`src/rtl/ahb_apb_bridge.sv`:
```
// AHB-Lite to APB bridge: one outstanding word transfer, three-slave one-hot decode
// at 0x4000_xxxx..0x4002_xxxx, with a two-cycle ERROR response for unmapped or failed accesses.
module ahb_apb_bridge #(
    parameter int ADDR_WIDTH = 32,
    parameter int DATA_WIDTH = 32,
    parameter int NUM_SLAVES = 3
) (
    input  logic                  HCLK,
    input  logic                  HRESETn,
    input  logic [ADDR_WIDTH-1:0] HADDR,
    input  logic [1:0]            HTRANS,
    input  logic                  HWRITE,
    input  logic [2:0]            HSIZE,
    input  logic [DATA_WIDTH-1:0] HWDATA,
    output logic [DATA_WIDTH-1:0] HRDATA,
    output logic                  HREADY,
    output logic [1:0]            HRESP,
    output logic [ADDR_WIDTH-1:0] PADDR,
    output logic [NUM_SLAVES-1:0] PSEL,
    output logic                  PENABLE,
    output logic                  PWRITE,
    output logic [DATA_WIDTH-1:0] PWDATA,
    input  logic [DATA_WIDTH-1:0] PRDATA,
    input  logic                  PREADY,
    input  logic                  PSLVERR
);

    localparam logic [1:0] RESP_OKAY  = 2'b00;
    localparam logic [1:0] RESP_ERROR = 2'b01;

    typedef enum logic [2:0] {
        ST_IDLE,
        ST_SETUP,
        ST_ENABLE,
        ST_ERR1,
        ST_ERR2
    } state_t;

    state_t                state;
    logic [NUM_SLAVES-1:0] sel_dec;
    logic                  mapped;
    logic                  xfer_req;
    logic                  unused_inputs;

    // NONSEQ and SEQ both have HTRANS[1] set; IDLE and BUSY never start an APB access.
    assign xfer_req      = HTRANS[1];
    assign unused_inputs = ^{HSIZE, HTRANS[0]};

    always_comb begin
        // NOTE: every combinational output gets a default first so no path can infer a latch.
        sel_dec = '0;
        for (int i = 0; i < NUM_SLAVES; i++) begin
            if (HADDR[31:16] == 16'(32'h4000 + i)) sel_dec[i] = 1'b1;
        end
    end

    assign mapped = |sel_dec;

    // HREADY/HRESP/HRDATA track PREADY/PSLVERR in the same cycle, so they stay combinational.
    always_comb begin
        HREADY = 1'b1;
        HRESP  = RESP_OKAY;
        HRDATA = '0;
        case (state)
            ST_SETUP: HREADY = 1'b0;
            ST_ENABLE: begin
                if (!PREADY) begin
                    HREADY = 1'b0;
                end else if (PSLVERR) begin
                    HREADY = 1'b0;
                    HRESP  = RESP_ERROR;
                end else if (!PWRITE) begin
                    HRDATA = PRDATA;
                end
            end
            ST_ERR1: begin
                HREADY = 1'b0;
                HRESP  = RESP_ERROR;
            end
            ST_ERR2: HRESP = RESP_ERROR;
            default: ;
        endcase
    end

    // HWDATA is held by the master while HREADY is low, so it can pass straight through.
    assign PWDATA = ((state == ST_SETUP || state == ST_ENABLE) && PWRITE) ? HWDATA : '0;

    always_ff @(posedge HCLK or negedge HRESETn) begin
        if (!HRESETn) begin
            // NOTE: sequential state uses non-blocking assignments so every flop samples pre-edge values.
            state   <= ST_IDLE;
            PSEL    <= '0;
            PENABLE <= 1'b0;
            PADDR   <= '0;
            PWRITE  <= 1'b0;
        end else begin
            case (state)
                ST_IDLE: begin
                    if (xfer_req) begin
                        PADDR  <= HADDR;
                        PWRITE <= HWRITE;
                        PSEL   <= sel_dec;
                        state  <= mapped ? ST_SETUP : ST_ERR1;
                    end
                end
                ST_SETUP: begin
                    PENABLE <= 1'b1;
                    state   <= ST_ENABLE;
                end
                ST_ENABLE: begin
                    if (PREADY) begin
                        PENABLE <= 1'b0;
                        if (PSLVERR) begin
                            PSEL  <= '0;
                            state <= ST_ERR2;
                        end else if (xfer_req) begin
                            PADDR  <= HADDR;
                            PWRITE <= HWRITE;
                            PSEL   <= sel_dec;
                            state  <= mapped ? ST_SETUP : ST_ERR1;
                        end else begin
                            PSEL  <= '0;
                            state <= ST_IDLE;
                        end
                    end
                end
                ST_ERR1: state <= ST_ERR2;
                // HREADY is high here but a presented transfer is deliberately dropped.
                ST_ERR2: state <= ST_IDLE;
                default: begin
                    PSEL    <= '0;
                    PENABLE <= 1'b0;
                    state   <= ST_IDLE;
                end
            endcase
        end
    end

endmodule

```
`config.mk`:
```
export PLATFORM = sky130hd
export DESIGN_NAME = ahb_apb_bridge
export DESIGN_NICKNAME = d
export VERILOG_FILES = /design/src/rtl/ahb_apb_bridge.sv
export SDC_FILE = /design/constraint.sdc
export NUM_CORES = 1
export LEC_CHECK = 0
export ABC_AREA = 1
export CORE_MARGIN = 2
export CORE_UTILIZATION = 28
export DETAILED_ROUTE_END_ITERATION = 6
export PLACE_DENSITY_LB_ADDON = 0.15
export SLEW_MARGIN = 20
export SYNTH_ARGS = -nofsm -noshare
export SYNTH_HDL_FRONTEND = slang
export SYNTH_SLANG_ARGS = --single-unit
```
`constraint.sdc`:
```
create_clock -name HCLK -period 1.6 [get_ports HCLK]
set_clock_uncertainty 0.05 [all_clocks]
set_input_delay 0.48 -clock HCLK [delete_from_list [all_inputs] [get_ports HCLK]]
set_output_delay 0.48 -clock HCLK [all_outputs]
set_load 0.01 [all_outputs]
```
* Word level (Yosys, flattened, before mapping)
Index checks and enable logic that the tools add are counted.
** Cells by class
- Reductions and logical operators :: 13
- Multiply operators :: 0
- $lt $le $gt $ge :: 0
- Add/subtract/negate cells :: 0
- Shifts and indexed selects :: 0
- Div/mod/pow operators :: 0
- Equal/unequal tests :: 10
- Bitwise operators :: 2
- Multiplexer cells :: 35
** Operators with widths (count)
- $mux W32 :: 8
- $pmux W32 S2 :: 1
- $eq A16 B15 Y1 const B :: 3
- $mux W3 :: 7
- $pmux W3 S4 :: 1
- $mux W1 :: 11
- $pmux W3 S3 :: 1
- $reduce_or A3 Y1 :: 3
- $eq A3 B2 Y1 const B :: 2
- $ne A2 B2 Y1 const B :: 3
- $pmux W1 S2 :: 3
- $reduce_and A3 Y1 :: 2
- $mux W2 :: 2
- $reduce_and A2 Y1 :: 2
- $reduce_or A2 Y1 :: 2
- $eq A3 B1 Y1 const B :: 1
- $eq A3 B3 Y1 const B :: 1
- $logic_not A3 Y1 :: 1
- $pmux W1 S3 :: 1
- $not A1 Y1 :: 2
- $reduce_bool A2 Y1 :: 1
- $logic_and A1 B1 Y1 :: 1
- $logic_or A1 B1 Y1 :: 1
** Storage, ports and cells
- Memory bits (read-only) :: 0
- Input port bits :: 106
- Memory bits (writable) :: 0
- Flip-flop bits (word level) :: 40
- Output and inout port bits :: 104
- Bits in latches :: 0
- Memories kept :: 0

* Longest topological paths before layout
Gate-level depths: netlist of run 1.
- Depth after elaboration :: 8
- Depth in mapped cells :: 9

* Least setup slack after synthesis of run 1
No wires, ideal clock.
- Path type :: flip-flop to output port
- From :: reg state[2]
- To :: out HRDATA[10]
- Setup slack :: -0.216 ns
- Data arrival time :: 1.286 ns
- Stages on the path, launching flop included :: 8
- Data required time :: 1.070 ns
- Buffers on the path :: 2
- Path through :: dfrtp_1 nor2_2 nand2_1 nor3_2 buf_2 buf_4 nand2_1 nor2_1
** On the way
- Longest elaborated chain between the ends :: 2
** Ends and longest elaborated chain
- start, declared :: line 39 : state_t state;
- start signal, assigned :: line 103 : state <= mapped ? ST_SETUP : ST_ERR1;
- start signal, assigned :: line 120 : state <= mapped ? ST_SETUP : ST_ERR1;
- $eq A3 B2 Y1 :: line 64 : case (state)
- $mux W32 :: line 64
- end, declared :: line 15 : output logic [DATA_WIDTH-1:0] HRDATA,
No other way between the ends.

* Final worst setup path of run 1
- From :: reg state[2]
- To :: out HRDATA[0]
The elaborated chain is that of the path after synthesis.

==> metrics.md, run 1 <==
| Metric | Value |
|---|---|
| Status | `complete, but fails checks` |
| Failing checks | `setup timing` |
| Slack of the critical path | `-0.679 ns` |
| Required time of the critical path | `1.07 ns` |
| First-pass GRT wire length | `between 10,000 and 15,000 µm` |
| Detailed Place HPWL | `around 7000 µm` |
| VDD IR-drop max | `a little under 900 µV` |
| CP Class | `reg2out` |
| Syn Area/Cell | `6.42 µm²` |
| Logic pwr share | `71.9%` |
| Vias in the first global route | `between 3,000 and 4,000` |
| Clock power frac | `a little under 8%` |
| Max Fclk | `approximately 440 MHz` |
| Psw | `3810 µW` |
| Yosys cell types | `20` |
| PD cells | `around 1600 nW/µm²` |
| Compound-Gate Fraction of Synth Area | `about 2.3%` |
| TritonCTS Sinks | `40` |
| Largest net degree at the start of global routing | `41` |
| Leak | `0.00290 µW` |
| Yosys warns | `0` |
| 1st-iter DRT viols | `52` |
| RSZ-0062 raised after global routing | `true` |
| Reg2Reg Depth | `9` |
| Worst-path fanout max | `5` |
| Register area share after synthesis | `~44%` |
| Nature of the critical path startpoint | `flip-flop` |
| Vias | `roughly 3,100` |
| Drt wl/cell | `14.4 µm` |
| RR Startpoint | `state[1]` |
| #FFs+latches synth | `40` |
| Final wirelength | `10,400 µm` |
| Crit path arrival time | `~1.8 ns` |
| P&R area growth vs syn | `143%` |
| Vias per inst | `4.34` |
| Commonest non-fill, non-tap cells in the layout | `clkdlybuf4s50_1, nand2_1, inv_1, buf_2, buf_6` |
| Internal power | `around 5100 µW` |
| Post-synthesis adder-cell area fraction | `0%` |
| Clock latency on the worst-skew pair | `0.28 ns` |
| WHS | `0.0958 ns` |
| Fin crit share | `142%` |
| Antenna-violating nets left | `0` |
| Inserted Diodes | `0` |
| Initial core utilization | `28.4%` |
| MaxCap Viol Count | `0` |
| Post-synthesis mux area share | `0%` |
| Ports | `210` |
| Net Count, Synth | `464` |
| Die ar. | `8950 µm²` |
| Post-synth top area cell | `dfrtp_1` |
| Drt pass-1 iters | `4` |
| Clk slew on worst S/H paths | `about 0.080 ns` |
| Layout cells sized above 1 | `between 40% and 50%` |
| Largest cells by area after synthesis | `dfrtp_1, nand2_1, nor2_1` |
| Yosys top cell area share | `~44%` |
| Reg power frac | `20.4%` |
| Bufs on Longest Clock Path | `2` |
| Final setup vio count | `104` |
| CTS buffer count | `5` |
| Die Width | `roughly 95 µm` |
| Worst reg-to-reg setup slack | `-0.23 ns` |
| Core area | `8090 µm²` |
| Hold_buf cts | `0` |
| Fin nets | `between 700 and 800` |
| Commonest non-fill, non-tap cell in the layout | `clkdlybuf4s50_1` |
| Type of the worst min-delay path | `in2async` |
| PortBufs | `between 200 and 250` |
| Mapped Cells | `about 360` |
| DR DRC count | `0` |
| CTS tree | `yes` |
| Synthesized cell area | `approximately 2300 µm²` |
| Critical path cell sequence | `nor2_2 > nand2_2 > nor3_4 > buf_6 > buf_6 > buf_6 > nand2_1 > nor2_2 > buf_2` |
| Total Power | `approximately 8900 µW` |
| Setup crit end kind | `output port` |
| Cell mode on critical path | `buf_6` |
| Synth Area in XOR/XNOR | `0%` |
| Initial antenna violation count | `0` |
| Max Slew Vio Count | `0` |
| Largest stage delay, worst path | `between 0.4 and 0.5 ns` |
| Fin. Hold Viols | `0` |
| Sw Ratio | `between 40 and 50%` |
| Final Wtd Congestion | `around 0.85` |
| CTS root buf | `clkbuf_8` |
| Final min period | `approximately 2.3 ns` |
| Combinational family with the most area after synthesis | `simple AND/OR/NAND/NOR gates` |
| Die H | `around 95 µm` |
| Gr usage total | `roughly 21%` |
| H-tree levels | `2` |
| Slowest stage cell on the critical path | `dfrtp_1` |
| Simple-gate share of the synthesized area | `40.5%` |
| Remaining global-route overflow | `0` |
| RR Endpoint | `PADDR[14]` |
| # rows | `33` |
==> critical path: cells and delay by family (launching register included) <==
family / cells / cell delay [ns]
buf+inv: 4 / 0.49
flops: 1 / 0.41
simple gates: 5 / 0.55
==> through the flow <==
step           instance area [µm²]  setup WS, ns  utilization (%)  std cells  TNS (ns)
2_1_floorplan                 2470        -0.152                -        358     -5.66
3_3_place_gp                  4830         -1.15             59.7        681    -74.37
3_5_place_dp                  4830         -1.21             59.7        681    -74.83
4_1_cts                       5030        -0.737             62.2        713    -40.94
5_1_grt                       5590        -0.814             69.1        719    -52.54
6_report                      5590        -0.679             69.1        719    -42.85
==> logic make-up after synthesis <==
kind of cell	count (synthesis)
AND/OR/NAND/NOR	236
buffers and inverters	71
AO/OA/AOI/OAI	10
other	1
flip-flops	40
==> routing by layer <==
| layer | GRT usage (%) | wire (µm) |
|---|---|---|
| met5 | 0 | 0 |
| met4 | 5.80 | 161 |
| met3 | 5.27 | 891 |
| met2 | 38.5 | 5470 |
| met1 | 23.1 | 3850 |
==> registers in the layout, indices dropped and copies added (netlist names) <==
register / flops
PADDR: 32
PSEL: 3
state: 3
PENABLE: 1
PWRITE: 1
==> cells in the mapped netlist <==
library cell,instances
buf_4,3
buf_6,3
inv_1,54
nor2_2,3
o31ai_1,1
a21oi_1,2
nand2_1,139
dfrtp_1,40
nor3_1,1
buf_2,8
nand3_1,9
nor3_2,2
or2_1,1
nand3b_1,2
o21ai_0,5
clkbuf_1,3
conb_1,1
o21ai_1,2
nand4_1,1
nor2_1,78
==> what timing repair did <==
| item | in CTS | in global routing |
|---|---|---|
| pin swaps | 5 | 16 |
| endpoints found under the setup margin | 142 | 104 |
| cloned | 6 | 2 |
| buffers inserted | 21 | 8 |
| resized for setup | 362 | 128 |
==> final cells by class <==
class	instances	area [µm²]
Fill cell	649	2500
Inverter	54	208
Clock buffer	8	90.1
Sequential cell	40	1000
Timing Repair Buffer	265	2610
Tap cell	105	131
Multi-Input combinational cell	247	1540
==> power groups by stage <==
stage	Clock (µW)	Combinational (µW)	Sequential, µW
after global routing	753	6850	1880
after CTS	712	5120	1750
after detailed placement	0	4480	1750
after floorplan	0	1880	1910
final	689	6410	1820
after global placement	0	4400	1730
==> worst max-delay path by stage <==
stage / start / to / slack (ns) / cells after the start
3_3_place_gp: PREADY / HRDATA[4] / -1.15 / 8
6_report: state[2] / HRDATA[0] / -0.68 / 9
4_1_cts: state[0] / HRDATA[24] / -0.74 / 9
3_5_place_dp: PREADY / HRDATA[5] / -1.21 / 8
5_1_grt: state[2] / HRDATA[0] / -0.81 / 9
2_1_floorplan: state[2] / HRDATA[10] / -0.15 / 7
(Power assumes the default switching activity.)
==> inputs of run 2 (changes only) <==
CTS_BUF_LIST = sky130_fd_sc_hd__clkbuf_8 sky130_fd_sc_hd__clkbuf_16   (was not set)
==> metrics.md, run 2 (synthesis results as in run 1) <==
| Metric | Value |
|---|---|
| Die ar. | `8950 µm² (unchanged)` |
| Failing checks | `setup timing` |
| Max Slew Vio Count | `0 (unchanged)` |
| Crit path arrival time | `1.75 ns (about the same)` |
| # rows | `33 (unchanged)` |
| Fin crit share | `143% (about the same)` |
| Gr usage total | `20.6% (-0.13 points)` |
| Initial core utilization | `28.4% (unchanged)` |
| CTS tree | `yes` |
| Nature of the critical path startpoint | `flip-flop` |
| Reg2Reg Depth | `9 (unchanged)` |
| Vias | `3,095 (-0.86%)` |
| Largest regs | `PADDR x32, PSEL x3, state x3` |
| Initial antenna violation count | `0 (unchanged)` |
| Final min period | `2.28 ns (+0.000776 ns)` |
| Inserted Diodes | `0 (unchanged)` |
| DP Area | `4830 µm² (unchanged)` |
| RR Endpoint | `PADDR[14]` |
| TritonCTS Sinks | `40 (unchanged)` |
| Fillers | `671 (+3.4%)` |
| Footprint of the multi-input gates | `1430 µm² (-7.3%)` |
| Type of the worst min-delay path | `in2async` |
| Drt pass-1 iters | `4 (unchanged)` |
| Final wirelength | `10,200 µm (-1.7%)` |
| PD cells | `1540 nW/µm² (-3.6%)` |
| Bufs on Longest Clock Path | `2 (unchanged)` |
| Worst-path fanout max | `6 (+1)` |
| Worst reg-to-reg setup slack | `-0.21 ns (+0.02 ns)` |
| Remaining global-route overflow | `0 (unchanged)` |
| Drt wl/cell | `14.2 µm (-1.5%)` |
| Largest net degree at the start of global routing | `41 (unchanged)` |
| Die Width | `94.6 µm (unchanged)` |
| Final setup vio count | `97 (-6.7%)` |
| RSZ-0062 raised after global routing | `true` |
| First-pass GRT wire length | `14,500 µm (-0.42%)` |
| Setup crit end kind | `output port` |
| Fin. Hold Viols | `0 (unchanged)` |
| Clock latency on the worst-skew pair | `0.29 ns (about the same)` |
| Final Wtd Congestion | `0.849 (unchanged)` |
| Commonest non-fill, non-tap cells in the layout | `nand2_1, clkdlybuf4s50_1, inv_1, buf_2, nor2_2` |
| Antenna-violating nets left | `0 (unchanged)` |
| Core area | `8090 µm² (unchanged)` |
| Reg area | `1000 µm² (unchanged)` |
| Layout cells sized above 1 | `39.4% (-4.3 points)` |
| Post-route cell area | `5430 µm² (-2.9%)` |
| WHS | `0.0956 ns (-0.000155 ns)` |
| Ports | `210 (unchanged)` |
| CTS buffer count | `5 (unchanged)` |
| P&R area growth vs syn | `136%` |
| Commonest non-fill, non-tap cell in the layout | `nand2_1` |
| Clk slew on worst S/H paths | `0.08 ns (about the same)` |
| CP Class | `reg2out` |
| PortBufs | `204 (unchanged)` |
| Fin nets | `717 (-0.28%)` |
| RR Startpoint | `state[1]` |
| Detailed Place HPWL | `6860 µm (unchanged)` |
| Slack of the critical path | `-0.680 ns (-0.000776 ns)` |
| Max Fclk | `439 MHz (about the same)` |
| Largest register by flop count | `PADDR` |
| Die H | `94.6 µm (unchanged)` |
| Leak | `0.00287 µW (-1.2%)` |
| 1st-iter DRT viols | `87 (+67%)` |
| CTS root buf | `clkbuf_8` |
| Vias in the first global route | `2,991 (-0.96%)` |
| H-tree levels | `2 (unchanged)` |
| MaxCap Viol Count | `0 (unchanged)` |
| Max reg flops | `32 (unchanged)` |
| Required time of the critical path | `1.07 ns (about the same)` |
| Vias per inst | `4.32 (-0.59%)` |
| DR DRC count | `0 (unchanged)` |
| Status | `complete, but fails checks` |
| VDD IR-drop max | `999 µV (+13%)` |
-- run 2: changes by cell type in the layout (fill, tap and decap cells not counted), moves of 3 or more --
cell     delta
buf_4       +3
nand2_2    -18
nand2_1    +22
nand3_1     +3
nand2_4     -3
-- run 2: through the flow --
stage,power (µW),worst slack (ns),cells,util [%],setup TNS (ns)
final,8350,-0.680,717,67.1,-41.40
after floorplan,3790,-0.152,358,-,-5.66
after global placement,6130,-1.15,681,59.7,-74.37
after global routing,8910,-0.818,717,67.1,-51.30
after CTS,7360,-0.737,711,61.7,-40.96
after detailed placement,6220,-1.21,681,59.7,-74.83
-- run 2: routing by layer --
layer	vias to the layer above	routed length (µm)	GRT usage, %
met5	-	0	0
met4	0	233	6.40
met3	20	859	5.59
met2	132	5260	37.5
met1	1390	3840	23.1
li1	1553	-	-
-- run 2: worst max-delay path by stage --
stage | from | endpoint | cells past startpoint
floorplan | state[2] | HRDATA[10] | 7
global placement | PREADY | HRDATA[4] | 8
detailed placement | PREADY | HRDATA[5] | 8
CTS | state[0] | HRDATA[24] | 9
global route | state[2] | HRDATA[8] | 9
finish | state[2] | PWDATA[24] | 10
-- run 2: final cells by class --
class	instances	area share, %
Clock buffer	6	1.52
Inverter	54	3.78
Sequential cell	40	18.5
Tap cell	105	2.42
Clock inverter	2	0.138
Multi-Input combinational cell	247	26.4
Timing Repair Buffer	263	47.3
-- run 2: power breakdown --
| group | internal, µW | switching, µW | leakage, µW | total (µW) |
|---|---|---|---|---|
| Combinational | 3030 | 2870 | 0.00231 | 5900 |
| Clock | 339 | 339 | 0.0000538 | 679 |
| Sequential | 1470 | 304 | 0.000503 | 1770 |
| Total | 4840 | 3510 | 0.00287 | 8350 |
-- run 2: what timing repair did --
item,4_1_cts,5_1_grt
setup buffers,20,8
hold buffers,0,0
setup endpoints to repair,142,104
cloned,5,3
resized for setup,357,93
pin swaps,5,12
-- run 2: worst max-delay path, cell delays in order (launching register included) --
cell     delay, ns
dfrtp_1       0.41
buf_6         0.14
inv_4         0.06
nand2_4       0.05
nor2_4        0.12
o21ai_4       0.08
buf_12        0.15
buf_8         0.13
buf_6         0.11
nor2_2        0.07
buf_2         0.14
